**config.mk**
```make
export PLATFORM = sky130hd
export DESIGN_NAME = uart_tx_arb_flat
export DESIGN_NICKNAME = d
export VERILOG_FILES = /design/src/rtl/uart_arb_pkg.sv /design/src/rtl/uart_tx_arb_if.sv /design/src/rtl/uart_baud_gen.sv /design/src/rtl/uart_tx_arb.sv /design/src/flat_wrapper.sv
export SDC_FILE = /design/constraint.sdc
export NUM_CORES = 1
export LEC_CHECK = 0
export BUFFER_PORTS_ARGS = -buffer_cell sky130_fd_sc_hd__buf_2
export CAP_MARGIN = 30
export CORE_MARGIN = 2
export CORE_UTILIZATION = 54
export DETAILED_ROUTE_END_ITERATION = 8
export PLACE_DENSITY = 0.78
export SLEW_MARGIN = 25
export SYNTH_ARGS = -nofsm -noshare
export SYNTH_HDL_FRONTEND = slang
export SYNTH_SLANG_ARGS = --single-unit
```
**constraint.sdc**
```tcl
create_clock -name clock -period 2.61 [get_ports clock]
set_clock_uncertainty 0.05 [all_clocks]
set_input_delay 0.1305 -clock clock [delete_from_list [all_inputs] [get_ports clock]]
set_output_delay 0.1305 -clock clock [all_outputs]
set_load 0.03 [all_outputs]
```
**src/rtl/uart_arb_pkg.sv**
```systemverilog
// Shared types and constants for the two-requester UART transmit arbiter.
package uart_arb_pkg;

  localparam int DATA_BITS            = 8;
  localparam int NUM_REQ              = 2;
  localparam int CLKS_PER_BIT_DEFAULT = 102;

  typedef enum logic [2:0] {
    ST_IDLE   = 3'd0,
    ST_START  = 3'd1,
    ST_DATA   = 3'd2,
    ST_PARITY = 3'd3,
    ST_STOP   = 3'd4
  } uart_arb_state_t;

endpackage

```
**src/rtl/uart_tx_arb_if.sv**
```systemverilog
// Requester-side bus of the UART transmit arbiter: per-requester byte
// handshakes plus the serial line and status.
interface uart_tx_arb_if;
  import uart_arb_pkg::*;

  logic [NUM_REQ-1:0]   req_valid;
  logic [DATA_BITS-1:0] req_data0;
  logic [DATA_BITS-1:0] req_data1;
  logic [NUM_REQ-1:0]   req_ack;
  logic                 tx;
  logic                 busy;
  logic                 grant_id;

  modport master (
    output req_valid, req_data0, req_data1,
    input  req_ack, tx, busy, grant_id
  );

  modport slave (
    input  req_valid, req_data0, req_data1,
    output req_ack, tx, busy, grant_id
  );

endinterface

```
**src/rtl/uart_baud_gen.sv**
```systemverilog
// Bit-period timer: counts CLKS_PER_BIT enabled cycles and flags the last one.
module uart_baud_gen #(
  parameter int CLKS_PER_BIT = 102
) (
  input  logic clock,
  input  logic reset,
  input  logic clr,
  input  logic en,
  output logic bit_done
);

  localparam int CNT_W = $clog2(CLKS_PER_BIT);
  localparam logic [CNT_W-1:0] CNT_LAST = CNT_W'(CLKS_PER_BIT - 1);

  logic [CNT_W-1:0] cnt_q;

  always_ff @(posedge clock) begin
    if (reset || clr) begin
      cnt_q <= '0;
    end else if (en) begin
      cnt_q <= (cnt_q == CNT_LAST) ? '0 : cnt_q + 1'b1;
    end
  end

  assign bit_done = en && (cnt_q == CNT_LAST);

endmodule

```
**src/rtl/uart_tx_arb.sv**
```systemverilog
// Two-requester round-robin arbiter feeding an 8N1 UART transmitter.
// Define UART_ARB_PARITY_EN to insert an even-parity bit after the data bits.
module uart_tx_arb
  import uart_arb_pkg::*;
#(
  parameter int CLKS_PER_BIT = CLKS_PER_BIT_DEFAULT
) (
  input  logic         clock,
  input  logic         reset,
  uart_tx_arb_if.slave bus
);

  localparam logic [2:0] IDLE   = ST_IDLE;
  localparam logic [2:0] START  = ST_START;
  localparam logic [2:0] DATA   = ST_DATA;
`ifdef UART_ARB_PARITY_EN
  localparam logic [2:0] PARITY = ST_PARITY;
`endif
  localparam logic [2:0] STOP   = ST_STOP;

  localparam int BIT_CNT_W = $clog2(DATA_BITS);
  localparam logic [BIT_CNT_W-1:0] LAST_BIT = BIT_CNT_W'(DATA_BITS - 1);

  logic [2:0]           state_q;
  logic                 rr_q;
  logic [NUM_REQ-1:0]   ack_q;
  logic                 gid_q;
  logic                 tx_q;
  logic [BIT_CNT_W-1:0] bit_cnt_q;
  logic [DATA_BITS-1:0] shift_q;
`ifdef UART_ARB_PARITY_EN
  logic                 par_q;
`endif

  logic                 accept;
  logic                 gnt;
  logic [NUM_REQ-1:0]   gnt_onehot;
  logic [DATA_BITS-1:0] gnt_data;
  logic                 in_frame;
  logic                 bit_done;

  // Lone requester wins outright; a tie goes to the round-robin pointer.
  always_comb begin
    gnt = rr_q;
    if (bus.req_valid == 2'b01) begin
      gnt = 1'b0;
    end else if (bus.req_valid == 2'b10) begin
      gnt = 1'b1;
    end
  end

  assign gnt_onehot = gnt ? 2'b10 : 2'b01;
  assign gnt_data   = gnt ? bus.req_data1 : bus.req_data0;
  assign accept     = (state_q == IDLE) && (|bus.req_valid);
  assign in_frame   = (state_q != IDLE);

  uart_baud_gen #(
    .CLKS_PER_BIT(CLKS_PER_BIT)
  ) u_baud (
    .clock    (clock),
    .reset    (reset),
    .clr      (accept),
    .en       (in_frame),
    .bit_done (bit_done)
  );

  // Control path: state, handshake, grant bookkeeping and the line register.
  always_ff @(posedge clock) begin
    if (reset) begin
      state_q   <= IDLE;
      tx_q      <= 1'b1;
      ack_q     <= '0;
      gid_q     <= 1'b0;
      rr_q      <= 1'b0;
      bit_cnt_q <= '0;
    end else begin
      ack_q <= '0;
      case (state_q)
        IDLE: begin
          if (accept) begin
            state_q   <= START;
            tx_q      <= 1'b0;
            ack_q     <= gnt_onehot;
            gid_q     <= gnt;
            rr_q      <= ~gnt;
            bit_cnt_q <= '0;
          end
        end
        START: begin
          if (bit_done) begin
            state_q <= DATA;
            tx_q    <= shift_q[0];
          end
        end
        DATA: begin
          if (bit_done) begin
            if (bit_cnt_q == LAST_BIT) begin
              bit_cnt_q <= '0;
`ifdef UART_ARB_PARITY_EN
              state_q   <= PARITY;
              tx_q      <= par_q;
`else
              state_q   <= STOP;
              tx_q      <= 1'b1;
`endif
            end else begin
              bit_cnt_q <= bit_cnt_q + 1'b1;
              tx_q      <= shift_q[0];
            end
          end
        end
`ifdef UART_ARB_PARITY_EN
        PARITY: begin
          if (bit_done) begin
            state_q <= STOP;
            tx_q    <= 1'b1;
          end
        end
`endif
        STOP: begin
          if (bit_done) begin
            state_q <= IDLE;
            tx_q    <= 1'b1;
          end
        end
        default: begin
          state_q <= IDLE;
          tx_q    <= 1'b1;
        end
      endcase
    end
  end

  // Data path: the granted byte is captured at accept so later edits by the
  // requester cannot disturb the frame; the shifter always exposes the next bit.
  always_ff @(posedge clock) begin
    if (accept) begin
      shift_q <= gnt_data;
`ifdef UART_ARB_PARITY_EN
      par_q   <= ^gnt_data;
`endif
    end else if (bit_done && (state_q == START || state_q == DATA)) begin
      shift_q <= shift_q >> 1;
    end
  end

  assign bus.req_ack  = ack_q;
  assign bus.tx       = tx_q;
  assign bus.busy     = in_frame;
  assign bus.grant_id = gid_q;

endmodule
```
**src/flat_wrapper.sv**
```systemverilog
// flat-port wrapper written by rule: the top's interface ports become plain ports
module uart_tx_arb_flat import uart_arb_pkg::*;
#(
  parameter int CLKS_PER_BIT = CLKS_PER_BIT_DEFAULT
)
  (clock, reset, bus_req_valid, bus_req_data0, bus_req_data1, bus_req_ack, bus_tx, bus_busy, bus_grant_id);
  uart_tx_arb_if bus_i ();
  input  logic clock;
  input  logic reset;
  input wire logic [$bits(bus_i.req_valid)-1:0] bus_req_valid;
  input wire logic [$bits(bus_i.req_data0)-1:0] bus_req_data0;
  input wire logic [$bits(bus_i.req_data1)-1:0] bus_req_data1;
  output wire logic [$bits(bus_i.req_ack)-1:0] bus_req_ack;
  output wire logic [$bits(bus_i.tx)-1:0] bus_tx;
  output wire logic [$bits(bus_i.busy)-1:0] bus_busy;
  output wire logic [$bits(bus_i.grant_id)-1:0] bus_grant_id;
  assign bus_i.req_valid = bus_req_valid;
  assign bus_i.req_data0 = bus_req_data0;
  assign bus_i.req_data1 = bus_req_data1;
  assign bus_req_ack = bus_i.req_ack;
  assign bus_tx = bus_i.tx;
  assign bus_busy = bus_i.busy;
  assign bus_grant_id = bus_i.grant_id;
  uart_tx_arb #(.CLKS_PER_BIT(CLKS_PER_BIT)) u_core (.clock(clock), .reset(reset), .bus(bus_i));
endmodule
```
==> results by group <==
Floorplan
  • Area enclosed by the die boundary: roughly 0.0029 mm²
  • Initial cell density of the core: between 50 and 60%
  • Total core area: about 0.0023 mm²
  • Total I/O pin count: 25
  • Chip width: 53.5 µm
  • Die height: about 54 µm
  • Number of core rows: 17

Hold path
  • Startpoint of the tightest hold check path: bus_req_data0[2]
  • Worst hold-check path type: input pin to flop

Finish
  • Fill cell count: approximately 190
  • Final core occ: around 67%
  • Ratio of cells with drive above 1 in the final layout: roughly 22%
  • Register cell area after layout: ~600 µm²
  • Final antenna diode count: 0
  • Layout area overhead: 14.5%
  • Net count of the finished layout: around 190
  • Area used by multi-input combinational logic: 651 µm²

Yosys
  • Top cells by instance count after synthesis: 18 x sky130_fd_sc_hd__dfxtp_1, 16 x sky130_fd_sc_hd__nor2_1, 11 x sky130_fd_sc_hd__inv_1, 8 x sky130_fd_sc_hd__edfxtp_1
  • Fraction of the yosys area taken by sequential cells: between 40% and 50%
  • Post-synthesis instance total: 138
  • Number of synthesized flops with an enable pin: 8
  • Distinct cells, synth: 39
  • Yosys warning total: 0
  • Most frequently used cell type in the post-synthesis netlist: sky130_fd_sc_hd__dfxtp_1
  • Top cells by area in the synthesized netlist: sky130_fd_sc_hd__dfxtp_1 27%, sky130_fd_sc_hd__edfxtp_1 18%, sky130_fd_sc_hd__a222oi_1 5.3%
  • Count of state elements after synthesis: 26
  • Async SR Flop Fraction: 0%
  • Most area-hungry cell type in the Yosys netlist: sky130_fd_sc_hd__dfxtp_1
  • Fraction of synthesized cell area taken by the top area cell type: 27.2%
  • Post-Synthesis Mean Instance Area: about 9.6 µm²
  • Net Count, Synth: 162
  • Post-Syn Area: approximately 0.0013 mm²
  • Most used flip-flop cell after synthesis: sky130_fd_sc_hd__dfxtp_1

Clocking
  • Clock sink count: 26
  • Setup Buffers After CTS: 0
  • Bufs on Longest Clock Path: 2
  • CTS H-tree lvls: 1
  • Clock tree from TritonCTS: built
  • Clock network latency to the later pin of the worst-skew pair: 0.32 ns
  • Number of resized instances in the post-cts repair step: 0
  • CTS buffer count: 3
  • Hold bufs inserted after CTS: 0
  • Clock root cell: sky130_fd_sc_hd__clkbuf_4
  • Clock transition at the registers of the reported paths: 0.14 ns

Global route
  • Wire length of the first global-routing pass: about 4700 µm
  • Number of global-route vias before repair: ~1,100
  • Overflow left after global routing: 0
  • Total global routing track utilization: 22.7%
  • Antenna violations before repair: 0
  • Maximum number of pins on one net before global-route repair: 18

Place
  • Input/output buffers: 24
  • Final GP Congestion: between 0.7 and 0.8
  • Worst slack at placement: 0.676 ns
  • Sum of net half-perimeters after detailed placement: roughly 1900 µm

Timing
  • Post-layout min period: approximately 2.0 ns
  • Final Hold Violating Endpoints: 0
  • Fin Hold WS: between 0.02 and 0.03 ns
  • Final-report setup violation count: 0
  • Peak Freq: around 500 MHz
  • Worst Max-Slew Pin Slew: ~0.54 ns
  • Post-route setup TNS: 0 ns
  • Final worst slack: 0.616 ns
  • Max-slew violation count: 0
  • Part of the cycle the worst path needs: approximately 76%
  • RSZ-0062 raised after global routing: no
  • Relative slew slack: 63.7%

Routing
  • Vias per std cell: 6.06
  • Via count: ~1,100
  • Routed len/inst: between 15 and 20 µm
  • Remaining antenna violation count after routing: 0
  • First-pass detailed-route iteration total: 4
  • Number of DRC markers in iteration 0: 54
  • Post-detailed-route DRC marker count: 0
  • Total Wirelength: about 2900 µm

Worst setup path
  • Data required, critical path: between 2 and 3 ns
  • Capturing element type of the critical path: flop
  • Worst R2R Start: u_core.u_baud.cnt_q[0]
  • Endpoint arrival time on the critical path: between 2 and 2.5 ns
  • Critical path origin: u_core.u_baud.cnt_q[0]
  • Crit Path Max Fanout: 8
  • Critical Path Source Type: flop
  • Critical setup path kind: flop to flop

Pwr
  • LEAKAGE: about 0.00062 µW
  • Power per unit of standard cell area: 549 mW/mm²
  • Maximum ir drop on the vdd rail: ~0.00038 V

Outcome
  • Result of the run: completed

Job
  • Max-capacitance violation count: 0
-- where the power goes --
part           total [µW]  internal [µW]  switching, µW
sequential            455            442           12.7
combinational         103           42.6           60.0
clock                 274            155            119
-- final timing paths --
path / to / slack (ns) / cells after the start
worst min-delay path: u_core.shift_q[2] / 0.03 / 3
worst max-delay path: u_core.bit_cnt_q[0] / 0.62 / 5
worst min register to register: u_core.bit_cnt_q[2] / 0.46 / 2
worst max register to register: u_core.bit_cnt_q[0] / 0.62 / 5
-- cell usage in the layout, fill, tap and decap left out, types with 2 or more instances in the layout --
cell / instances
sky130_fd_sc_hd__edfxtp_1: 8
sky130_fd_sc_hd__clkbuf_4: 3
sky130_fd_sc_hd__nand2_1: 7
sky130_fd_sc_hd__nor2_1: 16
sky130_fd_sc_hd__dfxtp_1: 18
sky130_fd_sc_hd__nand2b_1: 4
sky130_fd_sc_hd__and3_1: 2
sky130_fd_sc_hd__nand3_1: 3
sky130_fd_sc_hd__nor4b_1: 2
sky130_fd_sc_hd__o311ai_0: 2
sky130_fd_sc_hd__buf_2: 24
sky130_fd_sc_hd__xnor2_1: 5
sky130_fd_sc_hd__or3_1: 2
sky130_fd_sc_hd__o31ai_1: 2
sky130_fd_sc_hd__o21ai_0: 2
sky130_fd_sc_hd__buf_4: 2
sky130_fd_sc_hd__a222oi_1: 7
sky130_fd_sc_hd__and2_1: 4
sky130_fd_sc_hd__nor3_1: 6
sky130_fd_sc_hd__o41ai_1: 2
sky130_fd_sc_hd__inv_1: 11
sky130_fd_sc_hd__ha_1: 4
sky130_fd_sc_hd__a21oi_1: 7
-- logic make-up after synthesis --
family                     synth area share [%]
muxes                                     0.756
DFF                                        45.4
adders and majority gates                  3.78
xor gates and xnor gates                   3.97
and+or+nand+nor                            21.0
AOI/OAI and AO/OA                          19.7
buffers and inverters                      5.48
-- area by class of cell --
class                      count  share of cell area [%]
multi-input combinational     94                    42.9
clock inverter                 1                    1.98
inverter                      11                    2.73
sequential                    26                    39.6
timing repair buffer          26                    8.92
clock buffer                   3                    1.49
tap                           28                    2.31
-- critical path: stages (launching register included) --
cell	delay, ns
sky130_fd_sc_hd__dfxtp_1	0.41
sky130_fd_sc_hd__ha_1	0.16
sky130_fd_sc_hd__and2_1	0.29
sky130_fd_sc_hd__a31oi_1	0.24
sky130_fd_sc_hd__o311ai_0	0.51
sky130_fd_sc_hd__o41ai_1	0.20
-- registers in the layout, indices dropped and copies added (netlist names) --
| register | flops |
|---|---|
| u_core.bus.tx | 1 |
| u_core.bus.req_ack | 2 |
| u_core.u_baud.cnt_q | 7 |
| u_core.bit_cnt_q | 3 |
| u_core.rr_q | 1 |
| u_core.state_q | 3 |
| u_core.bus.grant_id | 1 |
| u_core.shift_q | 8 |
-- per-stage QoR --
| step | area (µm²) | cells | power, µW |
|---|---|---|---|
| after floorplan | 1320 | 138 | 528 |
| after global placement | 1460 | 185 | 561 |
| after detailed placement | 1460 | 185 | 565 |
| after CTS | 1520 | 189 | 837 |
| after global routing | 1520 | 189 | 868 |
| final | 1520 | 189 | 831 |
-- routing by layer --
metal | share of wire, % | global-route usage (%)
met3 | 5.6 | 4.52
met1 | 44 | 28.4
met5 | 0 | 0
met2 | 47 | 36.6
met4 | 3.2 | 12.4
(Power assumes the default switching activity.)
